<file path="config.mk">
export PLATFORM = sky130hd
export DESIGN_NAME = hqm_rcfwl_gclk_iclk_qdivmon
export DESIGN_NICKNAME = d
export VERILOG_FILES = /design/src/rtl/hqm_rcfwl_gclk_qdivmon_pkg.sv /design/src/rtl/hqm_rcfwl_gclk_iclk_qdivmon_edet.sv /design/src/rtl/hqm_rcfwl_gclk_iclk_qdivmon.sv
export SDC_FILE = /design/constraint.sdc
export NUM_CORES = 1
export LEC_CHECK = 0
export BUFFER_PORTS_ARGS = -buffer_cell sky130_fd_sc_hd__clkbuf_2
export CORE_ASPECT_RATIO = 0.5
export CORE_MARGIN = 5
export CORE_UTILIZATION = 60
export CTS_BUF_LIST = sky130_fd_sc_hd__clkbuf_16
export DETAILED_ROUTE_END_ITERATION = 8
export GPL_ROUTABILITY_DRIVEN = 0
export PLACE_DENSITY = 0.87
export SLEW_MARGIN = 10
export SYNTH_ARGS = -nofsm -noshare
export SYNTH_HDL_FRONTEND = slang
export SYNTH_HIERARCHICAL = 1
export SYNTH_SLANG_ARGS = --single-unit
</file>
<file path="constraint.sdc">
create_clock -name clkin -period 4.1 [get_ports clkin]
set_clock_uncertainty 0.05 [all_clocks]
set_input_delay 0.82 -clock clkin [delete_from_list [all_inputs] [get_ports clkin]]
set_output_delay 0.82 -clock clkin [all_outputs]
set_load 0.01 [all_outputs]
</file>
<file path="src/rtl/hqm_rcfwl_gclk_qdivmon_pkg.sv">
// Shared types and helpers for the iclk quadrature divider monitor.
// Holds the FSM encoding, the minimum legal ratio and the hitl offset rule.
package hqm_rcfwl_gclk_qdivmon_pkg;

    typedef enum logic [1:0] {
        ST_IDLE   = 2'd0,
        ST_ACQ    = 2'd1,
        ST_LOCKED = 2'd2,
        ST_ERR    = 2'd3
    } qdivmon_state_t;

    localparam logic [3:0] RATIO_MIN = 4'd2;

    // Odd ratios in 50% mode time hitl from the falling edge,
    // which lands one clkin posedge later.
    function automatic logic [3:0] exp_offset(
        input logic [3:0] ratiom3,
        input logic       dutycyc_50p_en
    );
        logic [3:0] h;
        h = ratiom3 >> 1;
        if (ratiom3[0] & dutycyc_50p_en) begin
            return h + 4'd1;
        end
        return h;
    endfunction

endpackage

</file>
<file path="src/rtl/hqm_rcfwl_gclk_iclk_qdivmon_edet.sv">
// Input sync register, rise detector and saturating interval counter.
// The counter restarts at 1 on a rise or an external restart request.
module hqm_rcfwl_gclk_iclk_qdivmon_edet
    import hqm_rcfwl_gclk_qdivmon_pkg::*;
#(
    parameter int CNT_W = 5
) (
    input  logic             clkin,
    input  logic             divrstb,
    input  logic             din,
    input  logic             clr,
    input  logic             restart,
    output logic             rise,
    output logic [CNT_W-1:0] cnt
);

    logic cur;
    logic prev;

    assign rise = cur & ~prev;

    always_ff @(posedge clkin or negedge divrstb) begin
        if (!divrstb) begin
            cur  <= 1'b0;
            prev <= 1'b0;
            cnt  <= '0;
        end else begin
            cur  <= din;
            prev <= cur;
            if (clr) begin
                cnt <= '0;
            end else if (rise || restart) begin
                cnt <= CNT_W'(1);
            end else if (cnt != '1) begin
                cnt <= cnt + CNT_W'(1);
            end
        end
    end

endmodule

</file>
<file path="src/rtl/hqm_rcfwl_gclk_iclk_qdivmon.sv">
// Checker for the hith/hitl pulse pair of the iclk quadrature divider.
// Tracks lock, sticky period/phase errors and a saturating error count.
module hqm_rcfwl_gclk_iclk_qdivmon
    import hqm_rcfwl_gclk_qdivmon_pkg::*;
#(
    parameter int LOCK_CNT = 4,
    parameter int CNT_W    = 5,
    parameter int ERRC_W   = 8
) (
    input  logic              clkin,
    input  logic              divrstb,
    input  logic              hith,
    input  logic              hitl,
    input  logic [3:0]        ratiom3,
    input  logic              dutycyc_50p_en,
    input  logic              mon_en,
    input  logic              clr_err,
    output logic              locked,
    output logic              err_period,
    output logic              err_phase,
    output logic [1:0]        mon_state,
    output logic [CNT_W-1:0]  meas_period,
    output logic [ERRC_W-1:0] err_cnt
);

    localparam logic [3:0] LOCK_M1 = 4'(LOCK_CNT - 1);

    qdivmon_state_t    state;
    logic [3:0]        ratio_q;
    logic [3:0]        good_cnt;
    logic              meas_open;
    logic              hl_seen;
    logic              hl_bad;
    logic              hl_cur;
    logic              hl_prev;
    logic              hith_rise;
    logic              hitl_rise;
    logic              cnt_clr;
    logic [CNT_W-1:0]  cnt;
    logic [CNT_W-1:0]  p_ext;
    logic [CNT_W-1:0]  p2_ext;
    logic [CNT_W-1:0]  eo_ext;
    logic              hl_hit;
    logic              hl_seen_n;
    logic              hl_bad_n;
    logic              close;
    logic              tmo;
    logic              per_bad;
    logic              ph_bad;
    logic              bad;
    logic              good;
    logic              ratio_ok;
    logic              ratio_chg;
    logic [ERRC_W-1:0] err_base;

    assign cnt_clr = (state == ST_IDLE);

    hqm_rcfwl_gclk_iclk_qdivmon_edet #(
        .CNT_W (CNT_W)
    ) u_hith_edet (
        .clkin   (clkin),
        .divrstb (divrstb),
        .din     (hith),
        .clr     (cnt_clr),
        .restart (tmo),
        .rise    (hith_rise),
        .cnt     (cnt)
    );

    // hitl only needs its rise; its offset is read off the hith counter.
    always_ff @(posedge clkin or negedge divrstb) begin
        if (!divrstb) begin
            hl_cur  <= 1'b0;
            hl_prev <= 1'b0;
        end else begin
            hl_cur  <= hitl;
            hl_prev <= hl_cur;
        end
    end

    assign hitl_rise = hl_cur & ~hl_prev;

    assign p_ext  = CNT_W'(ratio_q);
    assign p2_ext = CNT_W'({ratio_q, 1'b0});
    assign eo_ext = CNT_W'(exp_offset(ratio_q, dutycyc_50p_en));

    assign ratio_ok  = (ratio_q >= RATIO_MIN);
    assign ratio_chg = (ratiom3 != ratio_q);

    // A hitl rise on the closing hith edge belongs to the closing period.
    assign hl_hit    = meas_open & hitl_rise;
    assign hl_seen_n = hl_seen | hl_hit;
    assign hl_bad_n  = hl_bad
                     | (hl_hit & (hl_seen | (cnt != eo_ext)));

    assign close   = meas_open & hith_rise;
    assign tmo     = meas_open & ~hith_rise & (cnt >= p2_ext);
    assign per_bad = (close & (cnt != p_ext)) | tmo;
    assign ph_bad  = close & ~(hl_seen_n & ~hl_bad_n);
    assign bad     = per_bad | ph_bad;
    assign good    = close & ~bad;

    assign err_base = clr_err ? '0 : err_cnt;

    always_ff @(posedge clkin or negedge divrstb) begin
        if (!divrstb) begin
            state       <= ST_IDLE;
            ratio_q     <= '0;
            good_cnt    <= '0;
            meas_open   <= 1'b0;
            hl_seen     <= 1'b0;
            hl_bad      <= 1'b0;
            err_period  <= 1'b0;
            err_phase   <= 1'b0;
            err_cnt     <= '0;
            meas_period <= '0;
        end else begin
            ratio_q <= ratiom3;
            if (close) begin
                meas_period <= cnt;
            end
            if (close || tmo) begin
                hl_seen <= 1'b0;
                hl_bad  <= 1'b0;
            end else if (hl_hit) begin
                hl_seen <= 1'b1;
                hl_bad  <= hl_bad_n;
            end
            if (clr_err) begin
                err_period <= 1'b0;
                err_phase  <= 1'b0;
                err_cnt    <= '0;
            end
            if (!mon_en) begin
                state     <= ST_IDLE;
                good_cnt  <= '0;
                meas_open <= 1'b0;
                hl_seen   <= 1'b0;
                hl_bad    <= 1'b0;
            end else begin
                unique case (state)
                    ST_IDLE: begin
                        if (ratio_ok) begin
                            state <= ST_ACQ;
                        end
                    end
                    ST_ACQ, ST_LOCKED: begin
                        if (!ratio_ok) begin
                            state     <= ST_IDLE;
                            good_cnt  <= '0;
                            meas_open <= 1'b0;
                            hl_seen   <= 1'b0;
                            hl_bad    <= 1'b0;
                        end else if (ratio_chg) begin
                            state     <= ST_ACQ;
                            good_cnt  <= '0;
                            meas_open <= 1'b0;
                            hl_seen   <= 1'b0;
                            hl_bad    <= 1'b0;
                        end else if (state == ST_ACQ) begin
                            if (!meas_open) begin
                                meas_open <= hith_rise;
                            end else if (bad) begin
                                good_cnt <= '0;
                            end else if (good) begin
                                good_cnt <= good_cnt + 4'd1;
                                if (good_cnt == LOCK_M1) begin
                                    state <= ST_LOCKED;
                                end
                            end
                        end else if (bad) begin
                            // A new error outranks a same-cycle clear.
                            state      <= ST_ERR;
                            err_period <= (err_period & ~clr_err)
                                        | per_bad;
                            err_phase  <= (err_phase & ~clr_err)
                                        | ph_bad;
                            err_cnt    <= (err_base == '1) ? err_base
                                        : err_base + ERRC_W'(1);
                        end
                    end
                    ST_ERR: begin
                        if (clr_err) begin
                            state     <= ST_ACQ;
                            good_cnt  <= '0;
                            meas_open <= 1'b0;
                            hl_seen   <= 1'b0;
                            hl_bad    <= 1'b0;
                        end
                    end
                    default: state <= ST_IDLE;
                endcase
            end
        end
    end

    assign locked    = (state == ST_LOCKED);
    assign mon_state = state;

endmodule

</file>
==> impl_metrics.tcl <==
set metrics [dict create \
    status "finished, final reports clean" \
    syn_area_per_cell_um2 10.17 \
    maxSlewHeadroom_pct 37.34 \
    yosysTopAreaCell "dfrtp_1" \
    tritoncts "built" \
    rr_endpoint "mon_state[1]$_DFFE_PN0P_" \
    post-route-period-util_pct 71.26 \
    cp_cell_sequence "inv_1 -> ha_1 -> a211oi_1 -> a21oi_1 -> a31oi_1 -> o21a_2 -> a311o_1 -> mux2_4" \
    synthDistinctLibCells 57 \
    vdd_drop_max_mv 0.1963 \
    synth_nets 248 \
    post_dp_cell_area_um2 2422 \
    vias 1813 \
    dieArea_um2 5182 \
    synthFlopType "dfrtp_1" \
    p_sw_share_pct 26.53 \
    reg2reg_depth 8 \
    worst_slew_pin_slew_ns 0.9399 \
    hold_class "reg -> reg" \
    reg2reg_slack_ns 1.18 \
    clk_path_buf_depth 2 \
    synthCells 223 \
    clockRootBuffer "clkbuf_16" \
    grt_pass1_wl_um 8556 \
    wl_per_cell_um 16.12 \
    cts.sinks 37 \
    power_frac_clock_pct 41.6 \
    start_util_pct 64.26 \
    fin_ws_ns 1.178 \
    hold_start "hl_cur$_DFF_PN0_" \
    ys_warn_count 6 \
    p_comb_share_pct 13.2 \
    htreeDepth 2 \
    yosysSeqAreaShare_pct 40.84 \
    grt_max_degree 38 \
    crit_start "ratio_q[2]$_DFF_PN0_" \
    p_leak_nw 1.199 \
    n_antenna_cell 0 \
    cts_resized 0 \
    async_flop_share_pct 100.0 \
    ant_nets 0 \
    crit_path_end_kind "register" \
    dp_hpwl_um 3460 \
    setup_violations 0 \
    dieWidth_um 96.93 \
    timing.fmax_mhz 342.3 \
    synth_edf_count 0 \
    switchingPower_mw 0.2362 \
    crit_slowest_cell "dfrtp_1" \
    p_total_mw 0.8904 \
    antenna_found_initial 0 \
    cts_setup_buffers 0 \
    rsz0062_at_grt "false" \
    syn2layout_area_growth_pct 13.13 \
    post-route-min-period_ns 2.922 \
    via_per_inst 6.003 \
    hold_viol 0 \
    clock_latency_ns 0.28 \
    chipHeight_um 53.47 \
    start_kind "register" \
    cp.arrival_ns 3.03 \
    numCtsBuffers 5 \
    slew_viol_final 0 \
    grt_overflow 0 \
    syn_area_um2 2267 \
    io_buffers 28 \
    gr-usage-all-layers_pct 20.66 \
    crit_path_max_incr_delay_ns 0.52 \
    io_pins 29 \
    layout-drive-gt1-share_pct 20.72 \
    fp-row-count 15 \
    routed_wl_um 4868 \
    drc 0 \
    hold_ws_ns 0.3229 \
    cap_violations 0 \
    ys_seq_elements 37 \
    hold_buffers 0 \
    ys_top_cells_by_area "dfrtp_1 (41%), ha_1 (7.7%), xnor2_1 (4.6%)" \
    worstPathRequired_ns 4.21 \
    clkSlewWorstSetupHoldPaths_ns 0.06 \
    critPathCapture "mon_state[1]$_DFFE_PN0P_" \
    seq_power_share_pct 45.2 \
    fp.coreArea_um2 3528 \
    powerDensity_nw_per_um2 347.2 \
    preCtsSetupSlack_ns 1.053 \
    cp_max_fo 14 \
    reg2reg_from "ratio_q[2]$_DFF_PN0_" \
    finish.instance_area_um2 2565 \
    final_nets 275 \
    critical_path_class "reg -> reg" \
    drt_iter0_markers 107 \
    yosys.area.top_type_share_pct 40.84 \
    synthTopCellsByCount "dfrtp_1 (37), inv_1 (15), ha_1 (14), nand2_1 (14), xnor2_1 (12)" \
    fin_setup_tns_ns 0 \
    grt_pass1_vias 1861 \
    synth_most_common_cell "dfrtp_1" \
    first_pass_iters 4 \
    power.internal_mw 0.6542 \
]
-- cell type report --
| cell class | count | area [um2] |
|---|---|---|
| clock buffers | 5 | 125.1 |
| clock inverters | 3 | 17.52 |
| fillers | 266 | 963.4 |
| inverters | 16 | 60.06 |
| multi-input cells | 162 | 1232 |
| flip-flops and latches | 37 | 925.9 |
| well taps | 51 | 63.81 |
| repair buffers | 28 | 140.1 |
-- worst min path at each step --
stage	endpoint	slack, ns	cells after the start
global route	hl_prev$_DFF_PN0_	0.35	0
global placement	hl_prev$_DFF_PN0_	0.30	0
finish	hl_prev$_DFF_PN0_	0.32	0
detailed placement	hl_prev$_DFF_PN0_	0.32	0
floorplan	hl_prev$_DFF_PN0_	0.30	0
CTS	hl_prev$_DFF_PN0_	0.33	0
-- critical path: cells and delay by family (launching register included) --
kind                       cells  cell delay [ns]
DFF                            1             0.52
muxes                          1             0.31
buffers and inverters          1             0.12
AOI/OAI and AO/OA              5             1.47
adders and majority gates      1             0.33
-- kinds of logic after synthesis --
| kind of cell | count (synthesis) | share of synthesized area (%) |
|---|---|---|
| adder cells (fa/ha/maj) | 14 | 7.726 |
| XOR/XNOR | 18 | 7.285 |
| buffers and inverters | 24 | 4.801 |
| flip-flops | 37 | 40.84 |
| multiplexers | 11 | 5.353 |
| AND/OR/NAND/NOR | 72 | 18.54 |
| AO/OA/AOI/OAI | 47 | 15.45 |
-- cells in the final DEF, fill, tap and decap left out, drive strengths merged, types with 4 or more instances in the layout --
master,count
dfrtp,37
clkbuf,33
inv,16
nand2,14
ha,14
xnor2,13
nor2,11
a21oi,8
nand3,8
nor2b,8
o21ai,7
nor3,6
mux2,6
xor2,5
a31oi,5
mux2i,5
a21o,4
and3,4
-- per-layer routing --
layer	share of wire, %	global-route usage [%]	routed length [um]
met2	48	35.84	2347
met4	1.8	9.324	90
met3	4.8	4.737	235
met5	0	0	0
met1	45	25.16	2195
-- state kept, by name, indices dropped and copies added (netlist names) --
name	flops
u_hith_edet/cnt	5
err_phase	1
mon_state	2
meas_open	1
hl_seen	1
ratio_q	4
err_period	1
err_cnt	8
meas_period	5
good_cnt	4
hl_cur	1
u_hith_edet/cur	1
hl_bad	1
hl_prev	1
u_hith_edet/prev	1
-- power groups by stage --
stage | registers [mW] | logic, mW | clock network, mW
floorplan | 0.401 | 0.0875 | 0
global placement | 0.407 | 0.111 | 0
detailed placement | 0.408 | 0.116 | 0
CTS | 0.402 | 0.118 | 0.372
global route | 0.405 | 0.132 | 0.394
finish | 0.402 | 0.117 | 0.371
-- stage by stage --
stage,util (%),cells
6_report,72.70,302
2_1_floorplan,-,223
3_5_place_dp,68.65,294
4_1_cts,72.70,302
3_3_place_gp,68.65,294
5_1_grt,72.70,302
Note: power is estimated with default switching activity, not from simulation.
